[src/rtl/clock_set_ctrl.sv]
// clock_set_ctrl: time-set controller for a BCD hh:mm clock.
//   Holds a shadow copy of the time that the user edits with btn_mode/btn_inc.
//   The shadow is written into the time counter with a one-cycle load strobe.
//
// Ports
//   clock, reset          : single clock, synchronous active-high reset
//   tick                  : one-cycle minute pulse (counting time base)
//   btn_mode, btn_inc     : debounced one-cycle button pulses
//   time_ms_hr/ls_hr/ms_min/ls_min : current BCD time from the counter
//   cnt_en                : count enable, tick passed through only in RUN (combinational)
//   load                  : one-cycle load strobe (high in COMMIT)
//   load_ms_hr/ls_hr/ms_min/ls_min : shadow BCD time, always driven
//   mode                  : 00 RUN, 01 SET_HR, 10 SET_MIN, 11 COMMIT
//   blink                 : blink for the field being edited
//
// Configuration
//   CLOCK_SET_CTRL_TIMEOUT_EN : when defined, an 8-bit idle counter cancels a
//   set session after TIMEOUT_TICKS ticks without a button press.
module clock_set_ctrl #(
  parameter int unsigned TIMEOUT_TICKS = 10
) (
  input  logic       clock,
  input  logic       reset,
  input  logic       tick,
  input  logic       btn_mode,
  input  logic       btn_inc,
  input  logic [1:0] time_ms_hr,
  input  logic [3:0] time_ls_hr,
  input  logic [2:0] time_ms_min,
  input  logic [3:0] time_ls_min,
  output logic       cnt_en,
  output logic       load,
  output logic [1:0] load_ms_hr,
  output logic [3:0] load_ls_hr,
  output logic [2:0] load_ms_min,
  output logic [3:0] load_ls_min,
  output logic [1:0] mode,
  output logic       blink
);

  localparam int unsigned MS_HR_W  = 2;
  localparam int unsigned LS_W     = 4;
  localparam int unsigned MS_MIN_W = 3;
  localparam int unsigned IDLE_W   = 8;

  // Parameter range guard, evaluated at elaboration.
  if (TIMEOUT_TICKS < 1 || TIMEOUT_TICKS > 255) begin : g_bad_timeout
    $error("clock_set_ctrl: TIMEOUT_TICKS must be in 1..255");
  end

  typedef enum logic [1:0] {
    ST_RUN     = 2'b00,
    ST_SET_HR  = 2'b01,
    ST_SET_MIN = 2'b10,
    ST_COMMIT  = 2'b11
  } state_e;

  state_e               state_q,     state_d;
  logic                 load_q,      load_d;
  logic                 blink_q,     blink_d;
  logic [MS_HR_W-1:0]   ms_hr_q,     ms_hr_d;
  logic [LS_W-1:0]      ls_hr_q,     ls_hr_d;
  logic [MS_MIN_W-1:0]  ms_min_q,    ms_min_d;
  logic [LS_W-1:0]      ls_min_q,    ls_min_d;
  logic [MS_HR_W+LS_W-1:0]  hr_next;
  logic [MS_MIN_W+LS_W-1:0] min_next;

`ifdef CLOCK_SET_CTRL_TIMEOUT_EN
  localparam logic [IDLE_W-1:0] TIMEOUT_LIM = IDLE_W'(TIMEOUT_TICKS);
  logic [IDLE_W-1:0]    idle_q,      idle_d;
`endif

  // Hour +1 in BCD, 00..23; anything at or beyond 23 (or malformed) wraps to 00.
  function automatic logic [MS_HR_W+LS_W-1:0] hr_inc(input logic [MS_HR_W-1:0] ms,
                                                     input logic [LS_W-1:0]    ls);
    if (ms > 2'd2 || ls > 4'd9 || (ms == 2'd2 && ls >= 4'd3)) begin
      return '0;
    end else if (ls == 4'd9) begin
      return {ms + 2'd1, 4'd0};
    end else begin
      return {ms, ls + 4'd1};
    end
  endfunction

  // Minute +1 in BCD, 00..59; 59 (or malformed) wraps to 00.
  function automatic logic [MS_MIN_W+LS_W-1:0] min_inc(input logic [MS_MIN_W-1:0] ms,
                                                       input logic [LS_W-1:0]     ls);
    if (ms > 3'd5 || ls > 4'd9 || (ms == 3'd5 && ls == 4'd9)) begin
      return '0;
    end else if (ls == 4'd9) begin
      return {ms + 3'd1, 4'd0};
    end else begin
      return {ms, ls + 4'd1};
    end
  endfunction

  assign hr_next  = hr_inc(ms_hr_q, ls_hr_q);
  assign min_next = min_inc(ms_min_q, ls_min_q);

  // Next-state and registered-output logic.
  always_comb begin
    state_d  = state_q;
    load_d   = 1'b0;
    blink_d  = blink_q;
    ms_hr_d  = ms_hr_q;
    ls_hr_d  = ls_hr_q;
    ms_min_d = ms_min_q;
    ls_min_d = ls_min_q;
`ifdef CLOCK_SET_CTRL_TIMEOUT_EN
    idle_d   = idle_q;
`endif

    case (state_q)
      ST_RUN: begin
        blink_d = 1'b0;
`ifdef CLOCK_SET_CTRL_TIMEOUT_EN
        idle_d  = '0;
`endif
        if (btn_mode) begin
          // Snapshot the running time as the starting point for editing.
          state_d  = ST_SET_HR;
          ms_hr_d  = time_ms_hr;
          ls_hr_d  = time_ls_hr;
          ms_min_d = time_ms_min;
          ls_min_d = time_ls_min;
        end
      end

      ST_SET_HR, ST_SET_MIN: begin
        if (btn_mode) begin
          // btn_mode wins over btn_inc and tick in the same cycle.
          state_d = (state_q == ST_SET_HR) ? ST_SET_MIN : ST_COMMIT;
          load_d  = (state_q == ST_SET_MIN);
          blink_d = 1'b0;
`ifdef CLOCK_SET_CTRL_TIMEOUT_EN
          idle_d  = '0;
`endif
        end else begin
          if (btn_inc) begin
            if (state_q == ST_SET_HR) begin
              {ms_hr_d, ls_hr_d} = hr_next;
            end else begin
              {ms_min_d, ls_min_d} = min_next;
            end
          end
          if (tick) begin
            blink_d = ~blink_q;
          end
`ifdef CLOCK_SET_CTRL_TIMEOUT_EN
          // A button press restarts the idle window; the tick is not counted.
          if (btn_inc) begin
            idle_d = '0;
          end else if (tick) begin
            if ((idle_q + 8'd1) >= TIMEOUT_LIM) begin
              state_d = ST_RUN;
              blink_d = 1'b0;
              idle_d  = '0;
            end else begin
              idle_d  = idle_q + 8'd1;
            end
          end
`endif
        end
      end

      ST_COMMIT: begin
        state_d = ST_RUN;
        blink_d = 1'b0;
      end

      default: begin
        state_d = ST_RUN;
        blink_d = 1'b0;
      end
    endcase
  end

  // State and shadow registers.
  always_ff @(posedge clock) begin
    if (reset) begin
      state_q  <= ST_RUN;
      load_q   <= 1'b0;
      blink_q  <= 1'b0;
      ms_hr_q  <= '0;
      ls_hr_q  <= '0;
      ms_min_q <= '0;
      ls_min_q <= '0;
`ifdef CLOCK_SET_CTRL_TIMEOUT_EN
      idle_q   <= '0;
`endif
    end else begin
      state_q  <= state_d;
      load_q   <= load_d;
      blink_q  <= blink_d;
      ms_hr_q  <= ms_hr_d;
      ls_hr_q  <= ls_hr_d;
      ms_min_q <= ms_min_d;
      ls_min_q <= ls_min_d;
`ifdef CLOCK_SET_CTRL_TIMEOUT_EN
      idle_q   <= idle_d;
`endif
    end
  end

  // tick passes straight through while running; reset masks it.
  assign cnt_en      = tick & (state_q == ST_RUN) & ~reset;
  assign load        = load_q;
  assign blink       = blink_q;
  assign mode        = state_q;
  assign load_ms_hr  = ms_hr_q;
  assign load_ls_hr  = ls_hr_q;
  assign load_ms_min = ms_min_q;
  assign load_ls_min = ls_min_q;

endmodule

[config.mk]
export PLATFORM = sky130hd
export DESIGN_NAME = clock_set_ctrl
export DESIGN_NICKNAME = d
export VERILOG_FILES = /design/src/rtl/clock_set_ctrl.sv
export SDC_FILE = /design/constraint.sdc
export NUM_CORES = 1
export LEC_CHECK = 0
export BUFFER_PORTS_ARGS = -buffer_cell sky130_fd_sc_hd__buf_4
export CAP_MARGIN = 20
export CORE_ASPECT_RATIO = 1.75
export CORE_MARGIN = 8
export CORE_UTILIZATION = 30
export DETAILED_ROUTE_END_ITERATION = 7
export PLACE_DENSITY = 0.62
export RECOVER_POWER = 25
export SLEW_MARGIN = 25
export SYNTH_ARGS = -nofsm -noshare
export SYNTH_HDL_FRONTEND = slang
export SYNTH_SLANG_ARGS = --single-unit
[constraint.sdc]
create_clock -name clock -period 2.03 [get_ports clock]
set_input_delay 0.3045 -clock clock [delete_from_list [all_inputs] [get_ports clock]]
set_output_delay 0.3045 -clock clock [all_outputs]
set_load 0.05 [all_outputs]
==> Word level (Yosys, flattened, before mapping) <==
Index checks and enable logic that the tools add are counted.
{ "classes": {"magnitude_cmp": 5, "add_sub_neg": 4, "mux": 31, "n_reduce_logical": 16, "n_eq_ne": 16, "bitwise": 6} }
{ "op_table": {"columns": ["cell", "count"], "rows": [
  ["4-bit two-way mux", 8],
  ["4-bit one-hot mux with 2 select lines", 2],
  ["7-bit two-way mux", 2],
  ["2-bit two-way mux", 6],
  ["3-bit two-way mux", 4],
  ["6-bit two-way mux", 2],
  ["2-bit != test (second input constant)", 6],
  ["6-bit AND reduction", 2],
  ["5-bit AND reduction", 2],
  ["3-bit != test (second input constant)", 3],
  ["4-bit by 1-bit adder with 4-bit output (second input constant)", 2],
  ["4-bit equality test (second input constant)", 2],
  ["4-bit > comparator (second input constant)", 2],
  ["2-bit equality test (second input constant)", 3],
  ["2-bit one-hot mux with 3 select lines", 1],
  ["3-bit one-hot mux with 2 select lines", 1],
  ["4-bit by 2-bit greater-or-equal comparator with 1-bit output (second input constant)", 1],
  ["1-bit logical OR", 4],
  ["1-bit inverter", 4],
  ["2-bit one-hot mux with 2 select lines", 1],
  ["2-bit OR reduction", 2],
  ["3-bit by 1-bit adder with 3-bit output (second input constant)", 1],
  ["3-bit equality test (second input constant)", 1],
  ["3-bit > comparator (second input constant)", 1],
  ["11 further kinds", 15]
]} }
{ "totals": {"ff_bits": 17, "elab_cells": 85} }

==> Logic depth before layout (Yosys ltp) <==
Gate-level depths: netlist (run 1).
{ "logic_depth": {"word_depth": 8, "mapped_depth": 7} }

==> Worst setup path after synthesis (run 1) <==
No wires, ideal clock.
{ "synth_path": {"path_type": "register -> register", "start": "register state_q[0] (netlist: mode[0])", "end": "register ms_hr_q[0] (netlist: load_ms_hr[0])", "slack_ns": -0.096, "arrival_ns": 2.039, "required_time_ns": 1.944, "stages_incl_launch_ff": 7, "setup_ns": 0.086, "cell_sequence": "dfxtp_1 > inv_1 > ha_1 > nand3b_1 > a21boi_4 > a21o_2 > a221oi_2"} }
{ "synth_between": {"elab_chain_cells": 4, "elab_cells_between_ends": 12, "classes_between": "7 x eq/ne; 1 x mux; 4 x reduce/logical"} }
{ "synth_rtl": {"columns": ["item", "line", "rtl"], "rows": [
  ["start: declaration", "58", "state_e state_q, state_d;"],
  ["start signal: assignment", "192", "state_q <= state_d;"],
  ["2-bit by 1-bit equality test with 1-bit output / 2-bit equality test (equally long branches)", "113, 140", null],
  ["2-bit OR reduction", "113", "case (state_q)"],
  ["3-bit != test (no line), or another cell as far along", null, null],
  ["6-bit AND reduction (no line)", null, null],
  ["end signal: assignment", "195", "ms_hr_q <= ms_hr_d;"],
  ["end: declaration", "61", "logic [MS_HR_W-1:0] ms_hr_q, ms_hr_d;"]
]} }
Several ways; a longest one is shown, not always the timed one.
A chain may end at the register's enable or synchronous reset.

==> Final worst setup path (run 1) <==
{ "layout_path": {"start": "register state_q[0] (netlist: mode[0])", "end": "register ms_hr_q[1] (netlist: load_ms_hr[1])"} }
The elaborated chain is that of the path after synthesis.

==> run_results.csv, run 1 <==
group,metric,value,unit
synth,synth_area_leaders,"dfxtp_1 (28%), ha_1 (8.2%), inv_1 (4.6%), a32o_1 (3.3%), o21ai_0 (3.3%)",
floorplanning,rows,30,
pwr,pwr_density_cell,893.7,nW/um2
critical_path,crit_required,2.19,ns
synth,syn_inst,137,
min_path,hold_path_depth,2,
route,wl,3.549,mm
critical_path,worst_setup_path_start_kind,"flip-flop",
global_route,grt_max_degree,14,
global_route,track_usage,11.10,%
sta,setup_tns,0,ns
min_path,whs_endpoint,"blink",
critical_path,regToRegStartpoint,"mode[0]",
synth,synth_edf_count,0,
global_route,antenna_found_initial,0,
clocking,cts_tree,"done",
finish,drive_above_1_share,29.31,%
clocking,clk_latency,0.25,ns
clocking,clock-root-buffer,"clkbuf_8",
floorplanning,dieWidth,64.21,um
synth,avgSynthCellArea,8.905,um2
pwr,p_leak,0.6355,nW
synth,synth-main-ff-cell,"dfxtp_1",
synth,yosys.area.top_type,"dfxtp_1",
clocking,numClockSinks,17,
critical_path,ff2ff_path_depth,6,
critical_path,r2r-end,"load_ms_hr[1]",
sta,post-route-min-period,1.974,ns
synth,ys_types,51,
global_route,grt_pass1_wl,5.809,mm
route,drc,0,
route,drt_iter0_drc,26,
synth,seq_area_frac_synth,27.90,%
synth,ys_ff_latch,17,
sta,worst_pin_slew,0.6059,ns
synth,synthesis.area,1220,um2
clocking,clk_pin_slew,0.06,ns
placed_design,place_congestion,0.8435,
pwr,ir_drop,499.1,uV
sta,setup_viol,0,
synth,yosys.cell_count.top_type,"dfxtp_1",
sta,drv_slew,0,
flow_run,drv_cap,0,
critical_path,rrSetupSlack,0.06,ns
sta,skew,0.001584,ns
critical_path,critPathMaxFanout,9,
sta,max_freq,506.6,MHz
critical_path,cp.arrival,2.14,ns
outcome,status,"finished, final reports clean",
finish,synthToLayoutAreaGrowth,30.36,%
floorplanning,floorplan.die.height,100.4,um
sta,holdWs,0.2734,ns
synth,synth_top_area_share,27.90,%
route,drt-pass1-iter-count,4,
critical_path,critPathKind,"reg -> reg",
critical_path,endpoint_kind,"flip-flop",
min_path,hp-class,"in -> reg",
clocking,numCtsBuffers,3,
finish,n_fill_cell,441,
placed_design,io_buffers,35,
clocking,clockBufferDepth,2,
placed_design,hpwl,2.894,mm
floorplanning,pin_count,36,
synth,synth_common_cells,"dfxtp_1 (17), inv_1 (15), ha_1 (8), o21ai_0 (8), a21oi_1 (5)",
sta,fin_crit_sh,97.25,%
sta,slew_headroom,59.78,%
synth,ys_async_sr_fraction,0,%
synth,syn_nets,163,
clocking,ctsHtreeMaxLevel,1,
floorplanning,core,3904,um2
route,via_per_inst,5.446,
min_path,hp-start,"btn_mode",
route,drt-wirelength-per-cell,15.99,um
global_route,grt_pass1_vias,1302,
route,final_antenna_net_count,0,
finish,n_antenna_cell,0,
finish,nets,201,
floorplanning,die-area,6443,um2
floorplanning,start_util,31.25,%
sta,hold_viol,0,
route,dr_total_vias,1209,
global_route,grt_remaining_overflow,0,
synth,ys_warn_count,0,
power breakdown:
| part | switching (mW) | leakage (nW) | internal (mW) |
|---|---|---|---|
| logic | 0.452 | 0.473 | 0.260 |
| clock network | 0.116 | 0.0228 | 0.139 |
| registers | 0.0747 | 0.139 | 0.379 |
how the worst max path moves through the flow:
stage	start	endpoint	depth (start not counted)
after global placement	mode[0]	load_ls_min[2]	6
after global routing	mode[0]	load_ms_hr[0]	6
after detailed placement	mode[0]	load_ls_min[3]	6
after floorplan	load_ms_hr[0]	load_ls_hr[0]	6
after CTS	mode[0]	load_ls_min[3]	6
final	mode[0]	load_ms_hr[1]	6
per-stage QoR:
stage	cell area (um2)	std cells	power, mW	setup slack [ns]	utilization [%]
2_1_floorplan	1222	137	0.9603	0.05171	-
3_3_place_gp	1538	217	1.148	0.1442	39.39
3_5_place_dp	1538	217	1.166	0.04642	39.39
4_1_cts	1583	221	1.424	0.04094	40.54
5_1_grt	1590	222	1.507	-0.005127	40.74
6_report	1590	222	1.421	0.05592	40.74
registers in the layout, indices dropped and copies added (netlist names):
signal	cells
load	1
blink	1
mode	2
load_ms_min	3
load_ms_hr	2
load_ls_hr	4
load_ls_min	4
routing by layer:
layer | GRT usage [%] | part of all wire [%]
met1 | 9.903 | 36
met2 | 21.52 | 58
met3 | 2.679 | 4.1
met4 | 6.419 | 2.3
met5 | 0 | 0
logic make-up (layout without fill, tap and decap cells):
logic type	Yosys count	in the layout	synth area share (%)
simple gates	34	34	17.74
fa+ha+maj	8	8	8.205
flops	17	17	27.90
buf+inv	20	57	6.460
xor+xnor	2	2	1.436
compound gates	56	56	38.26
critical path: stages (launching register included):
cell and delay (ns):
dfxtp_2 0.37, inv_1 0.08, ha_2 0.36, nand3b_1 0.32, a21boi_4 0.24, a21o_2 0.23
a221oi_2 0.27
repair_timing:
action / in CTS / in global routing
setup endpoints to repair: 0 / 8
resized for setup: 0 / 5
buffers inserted: 0 / 1
endpoints found under the hold margin: 0 / 0
hold buffers: 0 / 0
layout by cell type (no fill, tap or decap), drive strengths merged, types with 5 or more instances in the layout:
master  count
a21oi       6
a221oi      5
buf        30
ha          8
o21ai      10
a211oi      5
clkbuf     12
nor3        5
inv        15
dfxtp      17
final cells by class:
| type | count | area (um2) | share of cell area [%] |
|---|---|---|---|
| clock buffers | 4 | 45.04 | 2.832 |
| inverters | 15 | 56.30 | 3.541 |
| multi-input cells | 100 | 830.8 | 52.24 |
| flip-flops and latches | 17 | 342.8 | 21.56 |
| well taps | 48 | 60.06 | 3.777 |
| repair buffers | 38 | 255.2 | 16.05 |
(Power assumes the default switching activity.)
==> run 2: changes to the inputs <==
Settings changed: SETUP_SLACK_MARGIN from default to 0.1.
==> run_results.csv, run 2 (synthesis gave the netlist of run 1 again) <==
group,metric,value,unit
outcome,status,"finished, final reports clean",
route,wl,3.591,mm
pwr,ir_drop,408.2,uV
finish,final_cell_mix,"buf_4 (34), inv_1 (14), dfxtp_1 (14), clkbuf_1 (8)",
placed_design,io_buffers,35,
finish,synthToLayoutAreaGrowth,34.46,%
route,dr_total_vias,1261,
flow_run,drv_cap,0,
critical_path,cp.arrival,1.96,ns
critical_path,max_stage_delay,0.36,ns
clocking,clock-root-buffer,"clkbuf_8",
critical_path,critical-path-slowest-cell,"dfxtp_2",
min_path,hp-class,"in -> reg",
sta,setup_viol,0,
sta,worst_pin_slew,0.6106,ns
floorplanning,die-area,6443,um2
critical_path,endpoint_kind,"flip-flop",
sta,rsz0062_at_grt,"no",
finish,nets,205,
critical_path,critPathMaxFanout,7,
sta,skew,0.001285,ns
sta,hold_viol,0,
clocking,numCtsBuffers,3,
sta,slew_headroom,59.47,%
route,drc,0,
clocking,hold_buffers,0,
placed_design,hpwl,2.900,mm
route,drt_iter0_drc,22,
critical_path,critPathKind,"reg -> reg",
global_route,track_usage,11.15,%
placed_design,placed_cells_incl_taps,217,
finish,n_antenna_cell,0,
sta,max_freq,551.9,MHz
clocking,clk_pin_slew,0.06,ns
global_route,grt_remaining_overflow,0,
clocking,clockBufferDepth,2,
clocking,cts_tree,"done",
finish,layout_commonest_cell,"buf_4",
finish,drive_above_1_share,33.15,%
sta,drv_slew,0,
floorplanning,rows,30,
floorplanning,dieWidth,64.21,um
route,via_per_inst,5.580,
global_route,antenna_found_initial,0,
route,drt-wirelength-per-cell,15.89,um
floorplanning,core,3904,um2
clocking,ctsHtreeMaxLevel,1,
critical_path,path_cells,"inv_1 > ha_4 > nand3b_1 > a21boi_4 > a21o_2 > a221oi_2",
global_route,grt_pass1_vias,1342,
pwr,p_leak,0.6572,nW
global_route,grt_pass1_wl,5.913,mm
critical_path,crit_required,2.18,ns
sta,fin_crit_sh,89.25,%
sta,setup_tns,0,ns
sta,post-route-min-period,1.812,ns
placed_design,place_congestion,0.8473,
floorplanning,pin_count,36,
finish,instances_no_fill,226,
critical_path,worst_setup_path_start_kind,"flip-flop",
route,drt-pass1-iter-count,4,
pwr,pwr_density_cell,895.8,nW/um2
floorplanning,floorplan.die.height,100.4,um
clocking,numClockSinks,17,
floorplanning,start_util,31.25,%
route,final_antenna_net_count,0,
clocking,clk_latency,0.25,ns
pwr,power.total,1.469,mW
global_route,grt_max_degree,14,
==> run 2: path summary, 6_finish.rpt <==
kind	start	to	slack [ns]	cells past startpoint
hold reg to reg	load_ms_hr[1]	load_ms_hr[1]	0.51	2
setup reg to reg	mode[0]	load_ms_hr[0]	0.22	6
setup / recovery	mode[0]	load_ms_hr[0]	0.22	6
hold / removal	btn_mode	blink	0.28	2
==> run 2: what timing repair did <==
item,4_1_cts,5_1_grt
pin swaps,1,2
setup endpoints to repair,2,13
gates resized for setup,0,10
cloned,0,0
setup buffers,1,4
==> run 2: per-layer routing <==
metal	global-route usage, %	routed length [um]
met3	2.009	148
met5	0	0
met2	21.83	2019
met4	6.757	122
met1	10.05	1301
==> run 2: per-stage QoR <==
stage	setup WS, ns	instance area (um2)	hold slack, ns	util [%]
after CTS	0.1086	1592	0.2724	40.77
after global routing	0.09602	1640	0.2908	42.02
after floorplan	0.1028	1224	0.3801	-
after global placement	0.1879	1539	0.4934	39.42
after detailed placement	0.07933	1539	0.5136	39.42
final	0.2182	1640	0.2778	42.02
==> run 2: worst max-delay path, delay by kind of cell (launching register included) <==
kind	cells	cell delay [ns]
AO/OA/AOI/OAI	3	0.72
adder cells (fa/ha/maj)	1	0.28
buffers and inverters	1	0.09
flip-flops	1	0.36
AND/OR/NAND/NOR	1	0.25
==> run 2: layout make-up <==
type | instances | area (um2)
Clock buffer | 4 | 45.04
Multi-Input combinational cell | 100 | 838.3
Inverter | 15 | 60.06
Tap cell | 48 | 60.06
Sequential cell | 17 | 344.1
Timing Repair Buffer | 42 | 292.8
Fill cell | 437 | 2263
==> run 2: power by group <==
part	leakage, nW	internal (mW)	switching [mW]	total [mW]
clock network	0.0228	0.139	0.110	0.249
registers	0.140	0.380	0.0736	0.454
logic	0.495	0.300	0.467	0.767
